$ cat src/rtl/muldiv_pkg.sv
// Shared constants for the HI/LO multiply/divide sequencer: source select,
// opfunc codes, FSM state encoding and default datapath width.
package muldiv_pkg;

  localparam int unsigned MD_WIDTH = 32;

  // Source select carried in opfunc[6]
  localparam logic SRC_OPCODE = 1'b0;
  localparam logic SRC_FUNC   = 1'b1;

  // Function field values for the HI/LO instructions
  localparam logic [5:0] FN_MFHI  = 6'h10;
  localparam logic [5:0] FN_MTHI  = 6'h11;
  localparam logic [5:0] FN_MFLO  = 6'h12;
  localparam logic [5:0] FN_MTLO  = 6'h13;
  localparam logic [5:0] FN_MULT  = 6'h18;
  localparam logic [5:0] FN_MULTU = 6'h19;
  localparam logic [5:0] FN_DIV   = 6'h1A;
  localparam logic [5:0] FN_DIVU  = 6'h1B;

  // Full 7-bit opfunc values as seen on in_opfunc
  localparam logic [6:0] OPF_MFHI  = {SRC_FUNC, FN_MFHI};
  localparam logic [6:0] OPF_MTHI  = {SRC_FUNC, FN_MTHI};
  localparam logic [6:0] OPF_MFLO  = {SRC_FUNC, FN_MFLO};
  localparam logic [6:0] OPF_MTLO  = {SRC_FUNC, FN_MTLO};
  localparam logic [6:0] OPF_MULT  = {SRC_FUNC, FN_MULT};
  localparam logic [6:0] OPF_MULTU = {SRC_FUNC, FN_MULTU};
  localparam logic [6:0] OPF_DIV   = {SRC_FUNC, FN_DIV};
  localparam logic [6:0] OPF_DIVU  = {SRC_FUNC, FN_DIVU};

  typedef enum logic [1:0] {
    MD_IDLE  = 2'd0,
    MD_MUL   = 2'd1,
    MD_DIV   = 2'd2,
    MD_FIXUP = 2'd3
  } md_state_e;

endpackage

$ cat src/rtl/muldiv_iter_step.sv
// One iteration of the magnitude datapath: a shift-add multiply step or a
// restoring divide step. The divide quotient bit is returned separately; the
// low bit of acc_next is left 0 in divide mode for the controller to fill.
module muldiv_iter_step
  import muldiv_pkg::*;
#(
  parameter int unsigned WIDTH = MD_WIDTH
) (
  input  logic                 div_mode,
  input  logic [2*WIDTH-1:0]   acc,
  input  logic [WIDTH-1:0]     opnd,
  output logic [2*WIDTH-1:0]   acc_next,
  output logic                 q_bit
);

  logic [WIDTH:0]   sum;
  logic [WIDTH:0]   rem_top;
  logic [WIDTH-1:0] rem_new;

  // Multiply: add multiplicand when multiplier LSB set, shift right.
  // Divide: shift remainder left with next dividend bit, subtract if it fits.
  always_comb begin
    sum      = {1'b0, acc[2*WIDTH-1:WIDTH]} + (acc[0] ? {1'b0, opnd} : '0);
    rem_top  = acc[2*WIDTH-1:WIDTH-1];
    q_bit    = 1'b0;
    rem_new  = rem_top[WIDTH-1:0];
    acc_next = {sum, acc[WIDTH-1:1]};
    if (div_mode) begin
      q_bit    = (rem_top >= {1'b0, opnd});
      rem_new  = q_bit ? (rem_top[WIDTH-1:0] - opnd) : rem_top[WIDTH-1:0];
      acc_next = {rem_new, acc[WIDTH-2:0], 1'b0};
    end
  end

endmodule

$ cat src/rtl/muldiv_controller.sv
// EX-stage HI/LO multiply/divide sequencer: iterative MULT/MULTU/DIV/DIVU,
// MFHI/MFLO/MTHI/MTLO service, and pipeline stall while an op is in flight.
module muldiv_controller
  import muldiv_pkg::*;
#(
  parameter int unsigned WIDTH = MD_WIDTH
) (
  input  logic             clock,
  input  logic             reset,
  input  logic             in_valid,
  input  logic [6:0]       in_opfunc,
  input  logic [WIDTH-1:0] in_a,
  input  logic [WIDTH-1:0] in_b,
  input  logic             cancel,
  output logic             stall,
  output logic             busy,
  output logic [WIDTH-1:0] result,
  output logic [WIDTH-1:0] hi,
  output logic [WIDTH-1:0] lo
);

  localparam int unsigned CNT_W = $clog2(WIDTH);
  localparam logic [CNT_W-1:0] LAST_CNT = CNT_W'(WIDTH - 1);

  md_state_e          state_q, state_d;
  logic [CNT_W-1:0]   count_q, count_d;
  logic               busy_q, busy_d;
  logic               is_div_q, is_div_d;
  logic               neg_q, neg_d;
  logic               rneg_q, rneg_d;
  logic               dz_q, dz_d;
  logic [WIDTH-1:0]   opnd_q, opnd_d;
  logic [2*WIDTH-1:0] acc_q, acc_d;
  logic [WIDTH-1:0]   hi_q, hi_d;
  logic [WIDTH-1:0]   lo_q, lo_d;

  logic is_mf_hi, is_mf_lo, is_mt_hi, is_mt_lo;
  logic is_mul_op, is_div_op, op_signed;
  logic hilo_op, accept;
  logic [WIDTH-1:0]   a_mag, b_mag;
  logic [2*WIDTH-1:0] step_acc;
  logic               step_q;
  logic [2*WIDTH-1:0] prod;
  logic [WIDTH-1:0]   quot, rem;

  muldiv_iter_step #(.WIDTH(WIDTH)) u_step (
    .div_mode (state_q == MD_DIV),
    .acc      (acc_q),
    .opnd     (opnd_q),
    .acc_next (step_acc),
    .q_bit    (step_q)
  );

  // Opfunc decode, acceptance and operand magnitudes
  always_comb begin
    is_mf_hi  = (in_opfunc == OPF_MFHI);
    is_mf_lo  = (in_opfunc == OPF_MFLO);
    is_mt_hi  = (in_opfunc == OPF_MTHI);
    is_mt_lo  = (in_opfunc == OPF_MTLO);
    is_mul_op = (in_opfunc == OPF_MULT) || (in_opfunc == OPF_MULTU);
    is_div_op = (in_opfunc == OPF_DIV)  || (in_opfunc == OPF_DIVU);
    op_signed = (in_opfunc == OPF_MULT) || (in_opfunc == OPF_DIV);
    hilo_op   = in_valid & (is_mf_hi | is_mf_lo | is_mt_hi | is_mt_lo |
                            is_mul_op | is_div_op);
    accept    = hilo_op & ~busy_q & ~cancel;
    a_mag     = (op_signed & in_a[WIDTH-1]) ? -in_a : in_a;
    b_mag     = (op_signed & in_b[WIDTH-1]) ? -in_b : in_b;
  end

  // State and datapath registers
  always_ff @(posedge clock) begin
    if (reset) begin
      state_q  <= MD_IDLE;
      count_q  <= '0;
      busy_q   <= 1'b0;
      is_div_q <= 1'b0;
      neg_q    <= 1'b0;
      rneg_q   <= 1'b0;
      dz_q     <= 1'b0;
      opnd_q   <= '0;
      acc_q    <= '0;
      hi_q     <= '0;
      lo_q     <= '0;
    end else begin
      state_q  <= state_d;
      count_q  <= count_d;
      busy_q   <= busy_d;
      is_div_q <= is_div_d;
      neg_q    <= neg_d;
      rneg_q   <= rneg_d;
      dz_q     <= dz_d;
      opnd_q   <= opnd_d;
      acc_q    <= acc_d;
      hi_q     <= hi_d;
      lo_q     <= lo_d;
    end
  end

  // Next-state: iterate WIDTH steps, one fixup cycle, cancel returns to idle
  always_comb begin
    state_d = state_q;
    case (state_q)
      MD_IDLE: begin
        if (accept & is_mul_op)      state_d = MD_MUL;
        else if (accept & is_div_op) state_d = MD_DIV;
      end
      MD_MUL, MD_DIV: begin
        if (count_q == LAST_CNT) state_d = MD_FIXUP;
      end
      MD_FIXUP: state_d = MD_IDLE;
      default:  state_d = MD_IDLE;
    endcase
    if (cancel) state_d = MD_IDLE;
    busy_d = (state_d != MD_IDLE);
  end

  // Datapath: operand capture, iteration, sign fixup and HI/LO writes
  always_comb begin
    count_d  = count_q;
    is_div_d = is_div_q;
    neg_d    = neg_q;
    rneg_d   = rneg_q;
    dz_d     = dz_q;
    opnd_d   = opnd_q;
    acc_d    = acc_q;
    hi_d     = hi_q;
    lo_d     = lo_q;
    prod     = neg_q ? -acc_q : acc_q;
    quot     = (neg_q & ~dz_q) ? -acc_q[WIDTH-1:0] : acc_q[WIDTH-1:0];
    rem      = rneg_q ? -acc_q[2*WIDTH-1:WIDTH] : acc_q[2*WIDTH-1:WIDTH];
    case (state_q)
      MD_IDLE: begin
        count_d = '0;
        if (accept & is_mul_op) begin
          opnd_d   = a_mag;
          acc_d    = {{WIDTH{1'b0}}, b_mag};
          neg_d    = op_signed & (in_a[WIDTH-1] ^ in_b[WIDTH-1]);
          rneg_d   = 1'b0;
          dz_d     = 1'b0;
          is_div_d = 1'b0;
        end else if (accept & is_div_op) begin
          opnd_d   = b_mag;
          acc_d    = {{WIDTH{1'b0}}, a_mag};
          neg_d    = op_signed & (in_a[WIDTH-1] ^ in_b[WIDTH-1]);
          rneg_d   = op_signed & in_a[WIDTH-1];
          dz_d     = (in_b == '0);
          is_div_d = 1'b1;
        end else if (accept & is_mt_hi) begin
          hi_d = in_a;
        end else if (accept & is_mt_lo) begin
          lo_d = in_a;
        end
      end
      MD_MUL, MD_DIV: begin
        acc_d   = {step_acc[2*WIDTH-1:1], (state_q == MD_DIV) ? step_q : step_acc[0]};
        count_d = count_q + CNT_W'(1);
      end
      MD_FIXUP: begin
        count_d = '0;
        if (!cancel) begin
          if (is_div_q) begin
            hi_d = rem;
            lo_d = quot;
          end else begin
            {hi_d, lo_d} = prod;
          end
        end
      end
      default: count_d = '0;
    endcase
    if (cancel) count_d = '0;
  end

  // Pipeline-facing outputs
  always_comb begin
    stall  = hilo_op & busy_q & ~cancel;
    result = '0;
    if (accept & is_mf_hi)      result = hi_q;
    else if (accept & is_mf_lo) result = lo_q;
    busy = busy_q;
    hi   = hi_q;
    lo   = lo_q;
  end

endmodule

$ cat config.mk
export PLATFORM = sky130hd
export DESIGN_NAME = muldiv_controller
export DESIGN_NICKNAME = d
export VERILOG_FILES = /design/src/rtl/muldiv_pkg.sv /design/src/rtl/muldiv_iter_step.sv /design/src/rtl/muldiv_controller.sv
export SDC_FILE = /design/constraint.sdc
export NUM_CORES = 1
export LEC_CHECK = 0
export BUFFER_PORTS_ARGS = -buffer_cell sky130_fd_sc_hd__buf_2
export CAP_MARGIN = 0
export CORE_MARGIN = 5
export CORE_UTILIZATION = 50
export CTS_CLUSTER_DIAMETER = 120
export DETAILED_ROUTE_END_ITERATION = 10
export GPL_ROUTABILITY_DRIVEN = 0
export PLACE_DENSITY_LB_ADDON = 0.1
export SYNTH_ARGS = -nofsm -noshare
export SYNTH_HDL_FRONTEND = slang
export SYNTH_SLANG_ARGS = --single-unit
$ cat constraint.sdc
create_clock -name clock -period 5.76 [get_ports clock]
set_clock_uncertainty 0.1 [all_clocks]
set_input_delay 1.728 -clock clock [delete_from_list [all_inputs] [get_ports clock]]
set_output_delay 1.728 -clock clock [all_outputs]
set_load 0.05 [all_outputs]
Yosys cells after proc, flatten, opt, wreduce, memory -nomap -nowiden
Cells that the tools add are included.
Operators by class
  add/subtract/negate cells: 8
  magnitude comparators: 1
  eq/ne operators: 19
  mux-type cells: 43
  bitwise logic cells: 24
  reduce and logical (&&, ||, !) cells: 16
Operators with widths (number)
  $mux 32: 21
  $mux 64: 4
  $neg 32->32: 4
  $pmux 32 s2: 2
  $pmux 64 s2: 1
  $neg 64->64: 1
  $eq 7x7->1 const B: 8
  $add 32x33->33: 1
  $ge 33x32->1: 1
  $logic_not 32->1: 1
  $sub 32x32->32: 1
  $and 1x1->1: 15
  $ne 2x2->1 const B: 6
  $pmux 5 s2: 1
  $mux 1: 9
  $mux 2: 4
  $reduce_bool 2->1: 4
  $pmux 2 s3: 1
  $reduce_and 6->1: 1
  $reduce_or 2->1: 3
  $add 5x1->5 const B: 1
  $eq 5x5->1 const B: 1
  $or 1x1->1: 5
  $reduce_and 5->1: 1
  8 further kinds: 14
Word-level totals
  register bits after elaboration: 172
  input port bits: 75
  output and inout bits: 98
  word-level logic and storage cells: 122

Logic depth before layout (Yosys ltp)
  depth in word-level cells: 15
  gate-level depth with buffers: 15
  mapped depth without buffers: 13

Modules after synthesis
From an unflattened synthesis, not the netlist that was laid out.
Unflattened totals
  cell total of the unflattened synthesis: 2199
  area, all modules: 16475.8 um^2
By module, submodules not included
  muldiv_controller: times used 1, cells an instance 1543, area each 11669.9 um^2, seq. area each 3443.3 um^2
  muldiv_iter_step: times used 1, cells an instance 656, area each 4805.9 um^2, seq. area each 0.0 um^2

Worst setup path after synthesis
No wires, ideal clock.
  path type: input port to output port
  start point: in in_opfunc[5]
  end point: out result[10]
  arrival: 4.196 ns
  required time: 3.932 ns
  setup slack: -0.264 ns
  stages: 7
  buffers on the path: 2
  path through: nor4bb_1 -> nor4bb_1 -> buf_2 -> nor2b_1 -> nor3b_1 -> clkbuf_1 -> a22o_1
Between the ends
  longest elaborated chain between the ends: 12
  elaborated cells on any way between the ends: 22
  those cells by class: eq/ne: 8; mux: 2; bitwise: 10; reduce/logical: 2
RTL lines
  from (decl): line muldiv_controller.sv:11  | input logic [6:0] in_opfunc,
  $eq 7x7->1, on equally long branches: line muldiv_controller.sv:56, muldiv_controller.sv:57
  $or 1x1->1 (4 in series): line muldiv_controller.sv:63  | hilo_op = in_valid & (is_mf_hi | is_mf_lo | is_mt_hi | is_mt_lo |
  $or 1x1->1: line muldiv_controller.sv:64  | is_mul_op | is_div_op);
  $and 1x1->1: line muldiv_controller.sv:63
  $and 1x1->1 (2 in series): line muldiv_controller.sv:65  | accept = hilo_op & ~busy_q & ~cancel;
  $and 1x1->1: line muldiv_controller.sv:179  | else if (accept & is_mf_lo) result = lo_q;
  $mux 32: line muldiv_controller.sv:179
  $mux 32 (*): line muldiv_controller.sv:178  | if (accept & is_mf_hi) result = hi_q;
  to (decl): line muldiv_controller.sv:17  | output logic [WIDTH-1:0] result,
Mark *: on every way between the ends. The rest lies on a longest branch, timed or not.

Final worst setup path
  start point: in in_opfunc[5]
  end point: out result[3]
Same word-level chain as after synthesis.

==> summary.txt <==
Status
  • Outcome: finished, final reports clean

Global route
  • GRT Overall Usage: 31.8%
  • Initial antenna violation count: 1
  • First-pass GRT wire length: 84900 µm
  • Pin count of the biggest net entering global routing: 100
  • Vias in the first global route: 14690
  • Grt ovf: 0

Drt
  • Vias per cell: 6.37
  • Detail Route Antenna Nets: 0
  • Vias post-DR: 16167
  • Routed WL: 55900 µm
  • DRC violations left: 0
  • Iteration count of the initial detailed-routing pass: 6
  • DR WL/cell: 22.0 µm
  • Iter 0 DRT Violations: 1984

Cells and area
  • Final #Nets: 2286
  • Final std cells w/o fill: 2539
  • Ant diodes: 0
  • Most frequent cells in the layout: nor2_1, a21oi_1, nand2_1
  • Multi-input gate area: 11000 µm²
  • Commonest non-fill, non-tap cell in the layout: nor2_1
  • Layout Utilization: 56.9%
  • Share of cells above drive strength 1: 15.0%
  • Area added between synthesis and finish: 12.4%
  • Fillers: 2822
  • Final Cell Area: 16900 µm²
  • Sequential cell area: 3440 µm²

Place
  • Post-place instance area: 16200 µm²
  • Placement Setup Slack: 0.0488 ns
  • HPWL after detailed placement: 43600 µm
  • # port buffers: 172
  • Cells after DPL: 2507

Critical path
  • Kind of critical path: in -> out
  • Arrival time at the worst endpoint: 3.80 ns
  • Buf/Inv on CP: 5
  • Worst setup SP type: primary input
  • CP max stage cell: nor4bb_2
  • Crit-path cells: buf_2 > nor4bb_2 > buf_4 > nor4bb_4 > buf_4 > nand2_1 > nor3_2 > buf_12 > a22o_2 > buf_2
  • CP Capture Type: primary output
  • Required time worst endpoint: 3.93 ns
  • Crit path largest cell delay: 0.35 ns
  • CP delay by family, top: buffers and inverters
  • Crit path max fanout: 32

Die
  • Core area: 29700 µm²
  • Top-Level Pins: 173
  • Rows: 63
  • Die Wd: 184 µm
  • Die Height: 184 µm
  • Starting Density: 50.7%
  • Die area: 33700 µm²

Power
  • Leakage: 7.07 nW
  • PwrDens: 166 nW/µm²
  • Worst vdd ir: 200 µV
  • Final Power: 2.80 mW

Timing
  • Hold_ws: 0.358 ns
  • Max Fclk: 178 MHz
  • Slew margin rel.: 26.8%
  • RSZ-0062 raised after global routing: false
  • Max Slew Vio Count: 0
  • Post-layout min period: 5.63 ns
  • Final hold vios: 0
  • Actual slew at the worst max-slew pin: 1.10 ns
  • TNS Setup: 0 ns
  • Final worst path period share: 97.8%
  • Final WS setup: 0.127 ns
  • Setup violators final: 0

Logic synthesis
  • Synth Instances: 2056
  • Mean Syn Cell Area: 7.32 µm²
  • Synth Register Bits: 172
  • Post-synthesis cell area: 15100 µm²
  • Synth warn: 0
  • Async SR Flop Fraction: 0%
  • Seq/Total Area, Yosys: 22.9%
  • Post-synth EDFFs: 0
  • Mapped Nets: 2206
  • Top_reg_cell synth: dfxtp_1
  • Synth unique cells: 77

CTS
  • H-Tree Depth: 4
  • CTS buffer count: 17
  • Setup Buffers After CTS: 0
  • Worst-path clk slew: 0.07 ns
  • Worst skew pair latency: 0.46 ns
  • Clock Path Buffers: 2
  • CTS tree: built
  • CTS Hold Bufs: 0
  • Root Buffer: clkbuf_16
  • Clock sink count: 172
  • Post_cts resized: 0

Hold path
  • Hold WC Path Type: reg -> reg

Flow run
  • Max-Cap Viols: 0
-- synthesized netlist by cell type, drive strengths merged (4+ instances only) --
master | n | share of area [%]
a22oi | 15 | 0.75
a211oi | 91 | 4.5
nand2b | 9 | 0.37
nand2 | 192 | 4.8
nand4 | 13 | 0.54
nor4 | 27 | 1.2
o221ai | 8 | 0.47
a311oi | 12 | 0.70
o41ai | 12 | 0.70
mux2 | 18 | 1.3
o21a | 10 | 0.50
a22o | 40 | 2.3
a21o | 29 | 1.4
dfxtp | 172 | 23
a211o | 5 | 0.29
a31oi | 19 | 0.79
ha | 73 | 6.1
or4 | 17 | 0.97
a32o | 4 | 0.27
clkbuf | 114 | 2.8
or3 | 17 | 0.74
and3 | 21 | 0.87
nor3 | 51 | 1.7
nand3 | 28 | 0.93
a221oi | 8 | 0.47
xor2 | 82 | 4.8
o31ai | 24 | 1.2
mux2i | 53 | 3.5
o31a | 10 | 0.58
nor2 | 266 | 6.7
inv | 59 | 1.5
or2 | 7 | 0.29
buf | 26 | 0.76
o21ai | 112 | 3.8
a31o | 9 | 0.52
nor3b | 6 | 0.30
a21oi | 205 | 6.8
nor2b | 10 | 0.42
o21bai | 9 | 0.45
and2 | 10 | 0.42
o211ai | 28 | 1.4
xnor2 | 94 | 5.5
-- cell type report --
class / count / area share, %
multi-input combinational: 1683 / 64.8
sequential: 172 / 20.4
timing repair buffer: 201 / 6.82
tap: 390 / 2.88
clock buffer: 18 / 2.60
inverter: 61 / 1.35
clock inverter: 14 / 1.23
-- logic make-up (layout without fill, tap and decap cells) --
group / count (synthesis) / in the layout / share of synthesized area (%)
multiplexers: 71 / 71 / 4.87
AO/OA/AOI/OAI: 672 / 672 / 29.5
flip-flops: 172 / 172 / 22.9
buffers and inverters: 201 / 294 / 5.13
AND/OR/NAND/NOR: 689 / 689 / 21.1
XOR/XNOR: 176 / 176 / 10.2
adder cells (fa/ha/maj): 75 / 75 / 6.33
-- power breakdown --
group,internal [mW],switching (mW)
registers,1.19,0.00691
logic,0.101,0.200
clock network,0.749,0.554
total,2.04,0.761
-- registers in the layout, summed over array words and instances (netlist names) --
signal and count:
opnd_q 32, acc_q 64, state_q 2, hi 32
count_q 5, rneg_q 1, neg_q 1, dz_q 1
busy 1, is_div_q 1, lo 32
-- path summary, 6_finish.rpt --
| check | cells after the start | slack, ns | startpoint | endpoint |
|---|---|---|---|---|
| setup / recovery | 10 | 0.13 | in_opfunc[5] | result[3] |
| hold / removal | 1 | 0.36 | count_q[0] | count_q[0] |
| setup reg to reg | 13 | 1.85 | acc_q[31] | acc_q[60] |
| hold reg to reg | 1 | 0.36 | count_q[0] | count_q[0] |
-- metal layers --
metal / GRT usage (%) / share of wire (%) / wire (µm)
met1: 45.5 / 44 / 24400
met2: 46.9 / 42 / 23300
met3: 7.50 / 11 / 6270
met4: 10.7 / 3.3 / 1850
met5: 0 / 0.025 / 14
Power figures use the tool's default switching activity.
